===== src/rtl/frog_game_ctrl.sv =====
// Frogger LED-grid sequencer: key synchronisation, move arbitration, hit/win
// detection, and lives/score/game-over bookkeeping.
//   state  | meaning
//   S_IDLE | waiting for the first key edge after reset
//   S_PLAY | moves forwarded, collisions and goal row watched
//   S_HOLD | frog returning to start, everything ignored
//   S_OVER | no lives left, U edge restarts
module frog_game_ctrl #(
    parameter int ROWS        = 16,
    parameter int LIVES       = 3,
    parameter int HOLD_CYCLES = 4,
    parameter int SCORE_W     = 7,
    parameter int MAX_SCORE   = 99
) (
    input  logic                       clk,
    input  logic                       reset,
    input  logic                       key_l,
    input  logic                       key_r,
    input  logic                       key_u,
    input  logic                       key_d,
    input  logic [ROWS-1:0]            frog_present,
    input  logic                       collide,
    output logic                       L,
    output logic                       R,
    output logic                       U,
    output logic                       D,
    output logic                       hit,
    output logic                       win,
    output logic [SCORE_W-1:0]         score,
    output logic [$clog2(LIVES+1)-1:0] lives,
    output logic                       game_over,
    output logic                       playing
);

    localparam int LIVES_W = $clog2(LIVES + 1);
    localparam int HOLD_W  = (HOLD_CYCLES > 2) ? $clog2(HOLD_CYCLES) : 1;

    typedef enum logic [1:0] {
        S_IDLE = 2'd0,
        S_PLAY = 2'd1,
        S_HOLD = 2'd2,
        S_OVER = 2'd3
    } state_t;

    state_t               state_q;
    logic [3:0]           sync1_q, sync2_q, prev_q;
    logic [3:0]           ev;
    logic                 l_q, r_q, u_q, d_q, hit_q, win_q;
    logic                 game_over_q, playing_q;
    logic [SCORE_W-1:0]   score_q, score_inc_d;
    logic [LIVES_W-1:0]   lives_q;
    logic [HOLD_W-1:0]    hold_q;
    logic                 unused_rows;

    assign unused_rows = ^frog_present[ROWS-2:0];

    // Bit order {u, d, l, r}; event is the first synchronised cycle of a press.
    always_ff @(posedge clk or posedge reset) begin
        if (reset) begin
            sync1_q <= '0;
            sync2_q <= '0;
            prev_q  <= '0;
        end else begin
            sync1_q <= {key_u, key_d, key_l, key_r};
            sync2_q <= sync1_q;
            prev_q  <= sync2_q;
        end
    end

    assign ev = sync2_q & ~prev_q;

    always_comb begin
        score_inc_d = score_q;
        if (score_q < SCORE_W'(MAX_SCORE))
            score_inc_d = score_q + 1'b1;
    end

    always_ff @(posedge clk or posedge reset) begin
        if (reset) begin
            state_q     <= S_IDLE;
            l_q         <= 1'b0;
            r_q         <= 1'b0;
            u_q         <= 1'b0;
            d_q         <= 1'b0;
            hit_q       <= 1'b0;
            win_q       <= 1'b0;
            score_q     <= '0;
            lives_q     <= LIVES_W'(LIVES);
            hold_q      <= '0;
            game_over_q <= 1'b0;
            playing_q   <= 1'b0;
        end else begin
            l_q   <= 1'b0;
            r_q   <= 1'b0;
            u_q   <= 1'b0;
            d_q   <= 1'b0;
            hit_q <= 1'b0;
            win_q <= 1'b0;
            case (state_q)
                S_IDLE: begin
                    if (|ev) begin
                        state_q   <= S_PLAY;
                        playing_q <= 1'b1;
                    end
                end
                S_PLAY: begin
                    // hit_q gate keeps a restart hit from being followed by another
                    if (collide && !hit_q) begin
                        hit_q     <= 1'b1;
                        if (lives_q != '0)
                            lives_q <= lives_q - 1'b1;
                        hold_q    <= HOLD_W'(HOLD_CYCLES - 1);
                        state_q   <= S_HOLD;
                        playing_q <= 1'b0;
                    end else if (frog_present[ROWS-1] && !hit_q) begin
                        hit_q     <= 1'b1;
                        win_q     <= 1'b1;
                        score_q   <= score_inc_d;
                        hold_q    <= HOLD_W'(HOLD_CYCLES - 1);
                        state_q   <= S_HOLD;
                        playing_q <= 1'b0;
                    end else begin
                        u_q <= ev[3];
                        d_q <= ev[2] & ~ev[3];
                        l_q <= ev[1] & ~ev[3] & ~ev[2];
                        r_q <= ev[0] & ~ev[3] & ~ev[2] & ~ev[1];
                    end
                end
                S_HOLD: begin
                    if (hold_q == '0) begin
                        if (lives_q == '0) begin
                            state_q     <= S_OVER;
                            game_over_q <= 1'b1;
                        end else begin
                            state_q   <= S_PLAY;
                            playing_q <= 1'b1;
                        end
                    end else begin
                        hold_q <= hold_q - 1'b1;
                    end
                end
                S_OVER: begin
                    if (ev[3]) begin
                        hit_q       <= 1'b1;
                        lives_q     <= LIVES_W'(LIVES);
                        score_q     <= '0;
                        state_q     <= S_PLAY;
                        game_over_q <= 1'b0;
                        playing_q   <= 1'b1;
                    end
                end
                default: state_q <= S_IDLE;
            endcase
        end
    end

    assign L         = l_q;
    assign R         = r_q;
    assign U         = u_q;
    assign D         = d_q;
    assign hit       = hit_q;
    assign win       = win_q;
    assign score     = score_q;
    assign lives     = lives_q;
    assign game_over = game_over_q;
    assign playing   = playing_q;

endmodule


===== config.mk =====
export PLATFORM = sky130hd
export DESIGN_NAME = frog_game_ctrl
export DESIGN_NICKNAME = d
export VERILOG_FILES = /design/src/rtl/frog_game_ctrl.sv
export SDC_FILE = /design/constraint.sdc
export NUM_CORES = 1
export LEC_CHECK = 0
export BUFFER_PORTS_ARGS = -buffer_cell sky130_fd_sc_hd__clkbuf_2
export CORE_AREA = 2 2 89 57
export DETAILED_ROUTE_END_ITERATION = 10
export DIE_AREA = 0 0 91 59
export PLACE_DENSITY = 0.62
export SYNTH_ARGS = -nofsm -noshare
export SYNTH_HDL_FRONTEND = slang
export SYNTH_SLANG_ARGS = --single-unit

===== constraint.sdc =====
create_clock -name clk -period 3.23 [get_ports clk]
set_input_delay 0.323 -clock clk [delete_from_list [all_inputs] [get_ports clk]]
set_output_delay 0.323 -clock clk [all_outputs]
set_load 0.02 [all_outputs]

==> results.json, run 1 <==
{
  "syn_inst": 139,
  "hold_viol_final": 0,
  "path_class": "flip-flop to flip-flop",
  "crit_arrival_ns": 2.34,
  "post-route-util_pct": 40.4,
  "finalSetupViolCount": 0,
  "min-delay-start": "key_u",
  "drt_iter0_markers": 71,
  "clkPwrFrac_pct": 18.7,
  "power_frac_comb_pct": 41.8,
  "cts_root_buf": "clkbuf_8",
  "seq_power_share_pct": 39.5,
  "num_rows": 19,
  "reg2reg_depth": 6,
  "drcViolationCount": 0,
  "power_density_nw_per_um2": 851,
  "grt_overflow": 0,
  "top_layer": "met4",
  "worst_slew_pin_slew_ns": 0.568,
  "slew_headroom_pct": 62.1,
  "swShare_pct": 39.8,
  "cts_buffers": 5,
  "reg2reg_to": "score[0]$_DFFE_PP0P_",
  "ys_types": 43,
  "cp-start-kind": "flip-flop",
  "coreArea_um2": 4470,
  "wl_met1_um": 1470,
  "cts_tree": "yes",
  "clock-skew-final_ns": 0.00513,
  "grt_max_degree": 33,
  "report.final.slew_viol_count": 0,
  "rsz0062_at_grt": "false",
  "route.vias.total": 1088,
  "synth_edf_count": 0,
  "clkTransAtPathRegs_ns": 0.07,
  "drt-pass1-iter-count": 4,
  "p_leak_nw": 0.862,
  "crit_fanout": 10,
  "met2_length_um": 1160,
  "syn_nets": 170,
  "route.met3.wl_um": 135,
  "cp-end-kind": "flip-flop",
  "area_growth_pct": 18.4,
  "antenna_left": 0,
  "whs_endpoint": "sync1_q[3]$_DFF_PP0_",
  "dp_hpwl_um": 2100,
  "p_int_mw": 0.924,
  "vias_per_cell": 4.67,
  "totalWireLength_um": 2830,
  "portBuffers": 24,
  "nFillCells": 466,
  "r2r_start": "state_q[1]$_DFFE_PP0P_",
  "antenna_cells": 0,
  "maxCapViolations": 0,
  "outcome": "complete, no violations",
  "top_level_ports": 40,
  "setup_tns_ns": 0,
  "synthArstFlopShare_pct": 100,
  "post-route-period-util_pct": 68.1,
  "fin_crit_ns": 2.20,
  "required_ns": 3.37,
  "initial_core_util_pct": 34.1,
  "cts_max_path_buffers": 2,
  "cts_num_sinks": 33,
  "antenna_found_initial": 0,
  "chipHeight_um": 59,
  "p_sw_mw": 0.611,
  "nets": 200,
  "grtUsageTotal_pct": 11.8,
  "timing.fmax_mhz": 455,
  "syn_area_um2": 1520,
  "ys_ff_latch": 33,
  "holdPathStages": 1,
  "clk_latency_ns": 0.28,
  "htreeDepth": 2,
  "synth_warnings": 0,
  "dieArea_um2": 5370,
  "grt_pass1_wl_um": 4820,
  "min_path_type": "input port to flip-flop",
  "ys_seq_area_share_pct": 54.4,
  "wl_per_cell_um": 12.2,
  "die-width_um": 91,
  "drive_gt1_share_pct": 22.4,
  "r2r_slack_ns": 1.03,
  "synth_ff_type": "dfrtp_1",
  "gp_congestion": 0.807,
  "syn-mean-instance-area_um2": 11.0,
  "grt_pass1_vias": 1081,
  "peakVddDrop_mv": 0.277
}
-- registers in the layout (all words and copies together) (netlist names), 2 cells and up --
| register | flops |
|---|---|
| score | 7 |
| prev_q | 4 |
| sync1_q | 4 |
| sync2_q | 4 |
| hold_q | 2 |
| lives | 2 |
| state_q | 2 |
-- cell usage in the layout (no fill, tap or decap), drive strengths merged, types with 2 or more instances in the layout --
cell type / count
or4: 2
dfstp: 2
ha: 8
nor2: 6
a21oi: 6
mux2: 2
dfrtp: 31
nand3b: 2
nand4: 2
nand2: 10
xnor2: 2
o211ai: 2
nand3: 3
o21ai: 9
mux2i: 3
and3: 3
nor3: 2
o22ai: 3
inv: 14
nand2b: 4
o22a: 3
clkbuf: 30
clkinv: 2
-- logic make-up after synthesis --
kind of cell / share of synthesized area [%]
buffers and inverters: 4.68
adder cells (fa/ha/maj): 6.57
multiplexers: 3.45
flip-flops: 54.4
XOR/XNOR: 1.15
AND/OR/NAND/NOR: 15.0
AO/OA/AOI/OAI: 14.8
-- power by group through the flow --
stage	combinational (mW)	clock, mW	sequential (mW)
after floorplan	0.419	0	0.673
after global placement	0.641	0	0.614
after detailed placement	0.645	0	0.614
after CTS	0.649	0.296	0.608
after global routing	0.727	0.310	0.623
final	0.641	0.287	0.607
-- worst max-delay path, cell delays in order (launching register included) --
cell      delay, ns
dfrtp_1        0.40
inv_1          0.13
ha_1           0.35
and4bb_1       0.49
o21ai_1        0.20
a21oi_1        0.35
o22ai_1        0.14
-- cell usage after synthesis (all sizes together), types with 2 or more instances --
| library cell | n | share of area [%] |
|---|---|---|
| dfstp | 2 | 3.4 |
| nand3b | 2 | 0.98 |
| xnor2 | 2 | 1.1 |
| a21oi | 6 | 2.2 |
| o22a | 3 | 1.7 |
| o22ai | 3 | 1.2 |
| mux2i | 3 | 2.0 |
| and3 | 3 | 1.2 |
| buf | 2 | 0.98 |
| or4 | 2 | 0.98 |
| ha | 8 | 6.6 |
| o21ai | 9 | 3.0 |
| nand4 | 2 | 0.82 |
| nor2 | 6 | 1.5 |
| nor3 | 2 | 0.66 |
| nand2b | 4 | 1.6 |
| mux2 | 2 | 1.5 |
| dfrtp | 31 | 51 |
| inv | 14 | 3.4 |
| o211ai | 2 | 0.98 |
| nand2 | 10 | 2.5 |
| nand3 | 3 | 0.98 |
-- per-layer routing --
| layer | track usage, % | up-vias |
|---|---|---|
| met5 | 0 | - |
| met4 | 6.71 | 0 |
| met3 | 3.82 | 7 |
| met2 | 17.4 | 13 |
| met1 | 15.6 | 515 |
| li1 | - | 553 |
-- worst max-delay path by stage --
stage / startpoint / to / slack, ns
global placement: state_q[1]$_DFFE_PP0P_ / score[0]$_DFFE_PP0P_ / 1.09
detailed placement: state_q[1]$_DFFE_PP0P_ / score[6]$_DFFE_PP0P_ / 1.05
finish: state_q[1]$_DFFE_PP0P_ / score[0]$_DFFE_PP0P_ / 1.03
CTS: state_q[1]$_DFFE_PP0P_ / score[0]$_DFFE_PP0P_ / 1.04
floorplan: state_q[1]$_DFFE_PP0P_ / score[3]$_DFFE_PP0P_ / 1.48
global route: state_q[1]$_DFFE_PP0P_ / score[6]$_DFFE_PP0P_ / 0.84
-- timing repair --
action,4_1_cts,5_1_grt
resized for setup,0,0
hold buffers,1,0
buffers inserted,0,0
hold endpoints to repair,1,0
-- area by class of cell --
type	count	area, um2	share of cell area, %
Clock inverter	2	10.0	0.555
Inverter	14	52.6	2.91
Clock buffer	6	72.6	4.02
Tap cell	63	78.8	4.37
Multi-Input combinational cell	89	624	34.6
Timing Repair Buffer	26	138	7.63
Sequential cell	33	828	45.9
-- metrics by stage --
stage / worst slack, ns / total power [mW] / hold WS, ns / instance area, um2 / instances
6_report: 1.03 / 1.54 / 0.142 / 1800 / 233
3_3_place_gp: 1.09 / 1.25 / 0.150 / 1710 / 224
2_1_floorplan: 1.48 / 1.09 / 0.331 / 1520 / 139
4_1_cts: 1.04 / 1.55 / 0.136 / 1800 / 233
5_1_grt: 0.845 / 1.66 / 0.132 / 1800 / 233
3_5_place_dp: 1.05 / 1.26 / 0.152 / 1710 / 224
No activity file was read; power rests on OpenSTA's default activity.
==> run 2: changes to the inputs <==
==> constraint.sdc (replaced) <==
create_clock -name clk -period 2.2 [get_ports clk]
set_input_delay 0.22 -clock clk [delete_from_list [all_inputs] [get_ports clk]]
set_output_delay 0.22 -clock clk [all_outputs]
set_load 0.02 [all_outputs]
==> run 2 against run 1 <==
Via count decreased by 1.3%; critical path depth did not move; die area is the same; the flow now finishes with violations (hold timing); sequential cell count is the same; maximum frequency grew 13%; hold slack worse by 0.14 ns; clock power rose by 47%; highest routed layer unchanged; worst setup slack worse by 0.78 ns; critical endpoint unchanged.
==> results.json, run 2 (same netlist as run 1, synthesis figures left out) <==
{
  "final-seq-area_um2": 828,
  "antenna_cells": 0,
  "slew_headroom_pct": 63.3,
  "finalInstanceArea_um2": 1800,
  "num_rows": 19,
  "portBuffers": 24,
  "maxCapViolations": 0,
  "r2r_start": "state_q[1]$_DFFE_PP0P_",
  "drcViolationCount": 0,
  "clock-skew-final_ns": 0.00638,
  "drt-pass1-iter-count": 4,
  "multi_input_area_um2": 624,
  "crit_arrival_ns": 2.09,
  "cts_root_buf": "clkbuf_8",
  "final_cell_mix": "dfrtp_1 (31), clkbuf_2 (24), inv_1 (14)",
  "cp-start-kind": "flip-flop",
  "ctsResizeCount": 0,
  "vias_per_cell": 4.61,
  "postCtsSetupBuffers": 0,
  "initial_core_util_pct": 34.1,
  "crit_fanout": 10,
  "cts_max_path_buffers": 2,
  "fin_crit_ns": 1.95,
  "rsz0062_at_grt": "false",
  "p_leak_nw": 0.862,
  "holdWs_ns": -0.000167,
  "hold_viol_final": 1,
  "drive_gt1_share_pct": 22.9,
  "top_level_ports": 40,
  "min_path_type": "input port to asynchronous set/reset pin",
  "grt_pass1_vias": 1008,
  "path_class": "flip-flop to flip-flop",
  "area_growth_pct": 18.2,
  "cts_buffers": 5,
  "reg2reg_to": "score[0]$_DFFE_PP0P_",
  "layout.cells.non_filler": 233,
  "slowest_delay_ns": 0.43,
  "totalWireLength_um": 2860,
  "gp_congestion": 0.824,
  "grtUsageTotal_pct": 11.9,
  "violations": "hold timing",
  "grt_pass1_wl_um": 4840,
  "grt_overflow": 0,
  "htreeDepth": 2,
  "layout_commonest_cell": "dfrtp_1",
  "die-width_um": 91,
  "wl_per_cell_um": 12.3,
  "cts_num_sinks": 33,
  "timing.fmax_mhz": 514,
  "clk_latency_ns": 0.28,
  "cp-end-kind": "flip-flop",
  "coreArea_um2": 4470,
  "clkTransAtPathRegs_ns": 0.07,
  "nets": 200,
  "grt_max_degree": 34,
  "cts_hold_buf": 0,
  "largest_reg_flops": 7,
  "r2r_slack_ns": 0.25,
  "finalSetupViolCount": 0,
  "crit_chain": "inv_1, ha_1, and4bb_1, o21ai_1, a21oi_1, o22ai_1",
  "required_ns": 2.34,
  "outcome": "complete, but fails checks",
  "worst_slew_pin_slew_ns": 0.550,
  "cp_slowest_cell": "and4bb_1",
  "drt_iter0_markers": 59,
  "peakVddDrop_mv": 0.443,
  "post-route-period-util_pct": 88.5,
  "report.final.slew_viol_count": 0,
  "setup_tns_ns": 0,
  "chipHeight_um": 59,
  "antenna_left": 0,
  "nFillCells": 472,
  "dieArea_um2": 5370,
  "power_density_nw_per_um2": 1260,
  "dp.cells": 225,
  "antenna_found_initial": 0,
  "route.vias.total": 1074,
  "dp_hpwl_um": 2070,
  "reg2reg_depth": 6,
  "cts_tree": "yes",
  "placed_cell_area_um2": 1720
}
[run 2: how the worst max path moves through the flow]
stage	start	to	slack, ns	cells after the start
2_1_floorplan	state_q[1]$_DFFE_PP0P_	score[3]$_DFFE_PP0P_	0.45	8
3_3_place_gp	state_q[1]$_DFFE_PP0P_	score[0]$_DFFE_PP0P_	0.28	6
3_5_place_dp	state_q[1]$_DFFE_PP0P_	score[0]$_DFFE_PP0P_	0.28	6
4_1_cts	state_q[1]$_DFFE_PP0P_	score[0]$_DFFE_PP0P_	0.26	6
5_1_grt	state_q[1]$_DFFE_PP0P_	score[0]$_DFFE_PP0P_	0.03	6
6_report	state_q[1]$_DFFE_PP0P_	score[0]$_DFFE_PP0P_	0.25	6
[run 2: layout make-up]
| cell class | count | area share, % |
|---|---|---|
| clock buffers | 6 | 4.03 |
| clock inverters | 2 | 0.556 |
| inverters | 14 | 2.92 |
| repair buffers | 26 | 7.50 |
| multi-input cells | 89 | 34.7 |
| well taps | 63 | 4.37 |
| flip-flops and latches | 33 | 46.0 |
[run 2: routing by layer]
metal,up-vias,part of all wire (%),global-route usage [%]
li1,552,-,-
met1,498,53,17.2
met2,20,41,15.6
met3,4,4.7,4.71
met4,0,1.3,5.84
met5,-,0,0
[run 2: metrics by stage]
step	hold slack (ns)	utilization, %	worst slack [ns]	power (mW)
final	-0.000167	40.3	0.253	2.26
after CTS	0.00508	40.3	0.264	2.29
after global placement	0.309	38.5	0.280	1.86
after floorplan	0.251	-	0.451	1.60
after global routing	0.0279	40.3	0.0307	2.47
after detailed placement	0.313	38.5	0.276	1.86
[run 2: power by group]
part | switching, mW | internal, mW
clock network | 0.204 | 0.219
logic | 0.560 | 0.390
registers | 0.135 | 0.756
[run 2: worst max-delay path: cells and delay by family (launching register included)]
family | cells | cell delay [ns]
buf+inv | 1 | 0.12
compound gates | 3 | 0.70
simple gates | 1 | 0.43
fa+ha+maj | 1 | 0.17
flops | 1 | 0.40
==> run 3: changes to the inputs <==
--- a/config.mk
+++ b/config.mk
@@ -6,10 +6,10 @@
 export NUM_CORES = 1
 export LEC_CHECK = 0
 export BUFFER_PORTS_ARGS = -buffer_cell sky130_fd_sc_hd__clkbuf_2
-export CORE_AREA = 2 2 89 57
+export CORE_AREA = 2 2 82 61
 export DETAILED_ROUTE_END_ITERATION = 10
-export DIE_AREA = 0 0 91 59
-export PLACE_DENSITY = 0.62
+export DIE_AREA = 0 0 84 63
+export PLACE_DENSITY = 0.63
 export SYNTH_ARGS = -nofsm -noshare
 export SYNTH_HDL_FRONTEND = slang
 export SYNTH_SLANG_ARGS = --single-unit
==> run 3 against run 2 <==
The flow still finishes with violations (hold timing); clock skew is 0.0017 ns lower; combinational power is 0.9% higher; sequential share of layout area is 0.54 points lower; non-clock buffer count is 1 higher; final area is 1.2% higher; count of clock-buffer cells in the layout is 1 lower; critical path depth stayed put; worst setup slack worse by 0.088 ns; register-to-register slack worse by 0.09 ns; utilization is 0.21 points lower; largest cell class unchanged; highest routed layer unchanged.
==> results.json, run 3 (same netlist as run 1, synthesis figures left out) <==
{
  "outcome": "complete, but fails checks",
  "violations": "hold timing",
  "crit_fanout": 10,
  "nets": 201,
  "clk_latency_ns": 0.29,
  "area_growth_pct": 19.6,
  "slew_headroom_pct": 72.7,
  "clock-skew-final_ns": 0.00465,
  "clkPwrFrac_pct": 22.8,
  "fin_crit_ns": 2.03,
  "grt_pass1_vias": 1041,
  "finalSetupViolCount": 0,
  "dp_hpwl_um": 2010,
  "clkTransAtPathRegs_ns": 0.07,
  "cts_tree": "yes",
  "power_density_nw_per_um2": 1310,
  "antenna_left": 0,
  "cts_root_buf": "clkbuf_8",
  "post-route-period-util_pct": 92.5,
  "vias_per_cell": 4.96,
  "seq_power_share_pct": 37.2,
  "grt_overflow": 0,
  "drcViolationCount": 0,
  "dp.cells": 220,
  "largest_reg_flops": 7,
  "gp_congestion": 0.783,
  "p_sw_mw": 0.913,
  "totalWireLength_um": 2820,
  "antenna_found_initial": 0,
  "wl_per_cell_um": 12.4,
  "final_cell_mix": "dfrtp_1 (31), clkbuf_2 (24), inv_1 (14)",
  "initial_core_util_pct": 33.5,
  "top_level_ports": 40,
  "required_ns": 2.34,
  "cts_buffers": 5,
  "coreArea_um2": 4550,
  "grt_max_degree": 34,
  "holdWs_ns": -0.00980,
  "drive_gt1_share_pct": 23.5,
  "finalInstanceArea_um2": 1820,
  "swShare_pct": 38.1,
  "p_leak_nw": 0.877,
  "grtUsageTotal_pct": 12.1,
  "num_rows": 21,
  "p_int_mw": 1.48,
  "htreeDepth": 2,
  "peakVddDrop_mv": 0.502,
  "dieArea_um2": 5290,
  "cts_num_sinks": 33,
  "maxCapViolations": 0,
  "setup_tns_ns": 0,
  "drt_iter0_markers": 26,
  "cts_max_path_buffers": 2,
  "report.final.slew_viol_count": 0,
  "drt-pass1-iter-count": 5,
  "power_frac_comb_pct": 40.0,
  "hold_viol_final": 21,
  "crit_arrival_ns": 2.18,
  "min_path_type": "input port to asynchronous set/reset pin",
  "rsz0062_at_grt": "false",
  "cts_hold_buf": 0,
  "postCtsSetupBuffers": 0,
  "portBuffers": 24,
  "antenna_cells": 0,
  "total_power_mw": 2.39,
  "chipHeight_um": 63,
  "timing.fmax_mhz": 491,
  "ctsResizeCount": 0,
  "route.vias.total": 1127,
  "cp-end-kind": "flip-flop",
  "grt_pass1_wl_um": 4930,
  "layout_commonest_cell": "dfrtp_1",
  "cp-start-kind": "flip-flop",
  "worst_slew_pin_slew_ns": 0.409,
  "placed_cell_area_um2": 1720,
  "die-width_um": 84,
  "layout.cells.non_filler": 227,
  "path_class": "flip-flop to flip-flop"
}
-- run 3: changes by cell type in the layout (fill, tap and decap cells not counted) --
cell       previous run  this run
buf_4                 2         3
bufinv_16             0         1
clkbuf_1              1         0
clkinv_2              2         1
-- run 3: layer usage --
layer | global-route usage [%] | routed length (um) | vias up
li1 | - | - | 552
met1 | 16.9 | 1390 | 534
met2 | 16.7 | 1170 | 34
met3 | 3.96 | 198 | 7
met4 | 6.05 | 60 | 0
met5 | 0 | 0 | -
-- run 3: power by group through the flow --
| stage | logic, mW | clock network (mW) | registers (mW) |
|---|---|---|---|
| after floorplan | 0.614 | 0 | 0.988 |
| after global placement | 0.952 | 0 | 0.899 |
| after detailed placement | 0.963 | 0 | 0.902 |
| after CTS | 0.971 | 0.571 | 0.891 |
| after global routing | 1.08 | 0.596 | 0.914 |
| final | 0.959 | 0.546 | 0.890 |
-- run 3: through the flow --
stage / setup slack [ns] / util (%)
floorplan: 0.451 / -
global route: 0.00369 / 40.1
detailed placement: 0.230 / 37.8
CTS: 0.191 / 40.1
finish: 0.165 / 40.1
global placement: 0.204 / 37.8
-- run 3: layout make-up --
class	instances	area, um2
Sequential cell	33	828
Timing Repair Buffer	27	143
Fill cell	454	2720
Inverter	14	52.6
Clock buffer	5	68.8
Multi-Input combinational cell	89	624
Tap cell	57	71.3
Clock inverter	2	35.0
-- run 3: final timing paths --
kind | from | end | slack [ns] | cells past startpoint
max in group asynchronous | reset | lives[0]$_DFFE_PP1P_ | 1.88 | 3
min reg2reg | sync1_q[0]$_DFF_PP0_ | sync2_q[0]$_DFF_PP0_ | 0.35 | 0
max reg2reg | state_q[1]$_DFFE_PP0P_ | score[0]$_DFFE_PP0P_ | 0.17 | 6
max | state_q[1]$_DFFE_PP0P_ | score[0]$_DFFE_PP0P_ | 0.17 | 6
min in group clk | key_r | sync1_q[0]$_DFF_PP0_ | 0.03 | 1
min | reset | score[5]$_DFFE_PP0P_ | -0.01 | 3
-- run 3: worst max-delay path: stages (launching register included) --
cell	delay (ns)
dfrtp_1	0.40
inv_1	0.13
ha_1	0.19
and4bb_1	0.44
o21ai_1	0.19
a21oi_1	0.39
o22ai_1	0.15
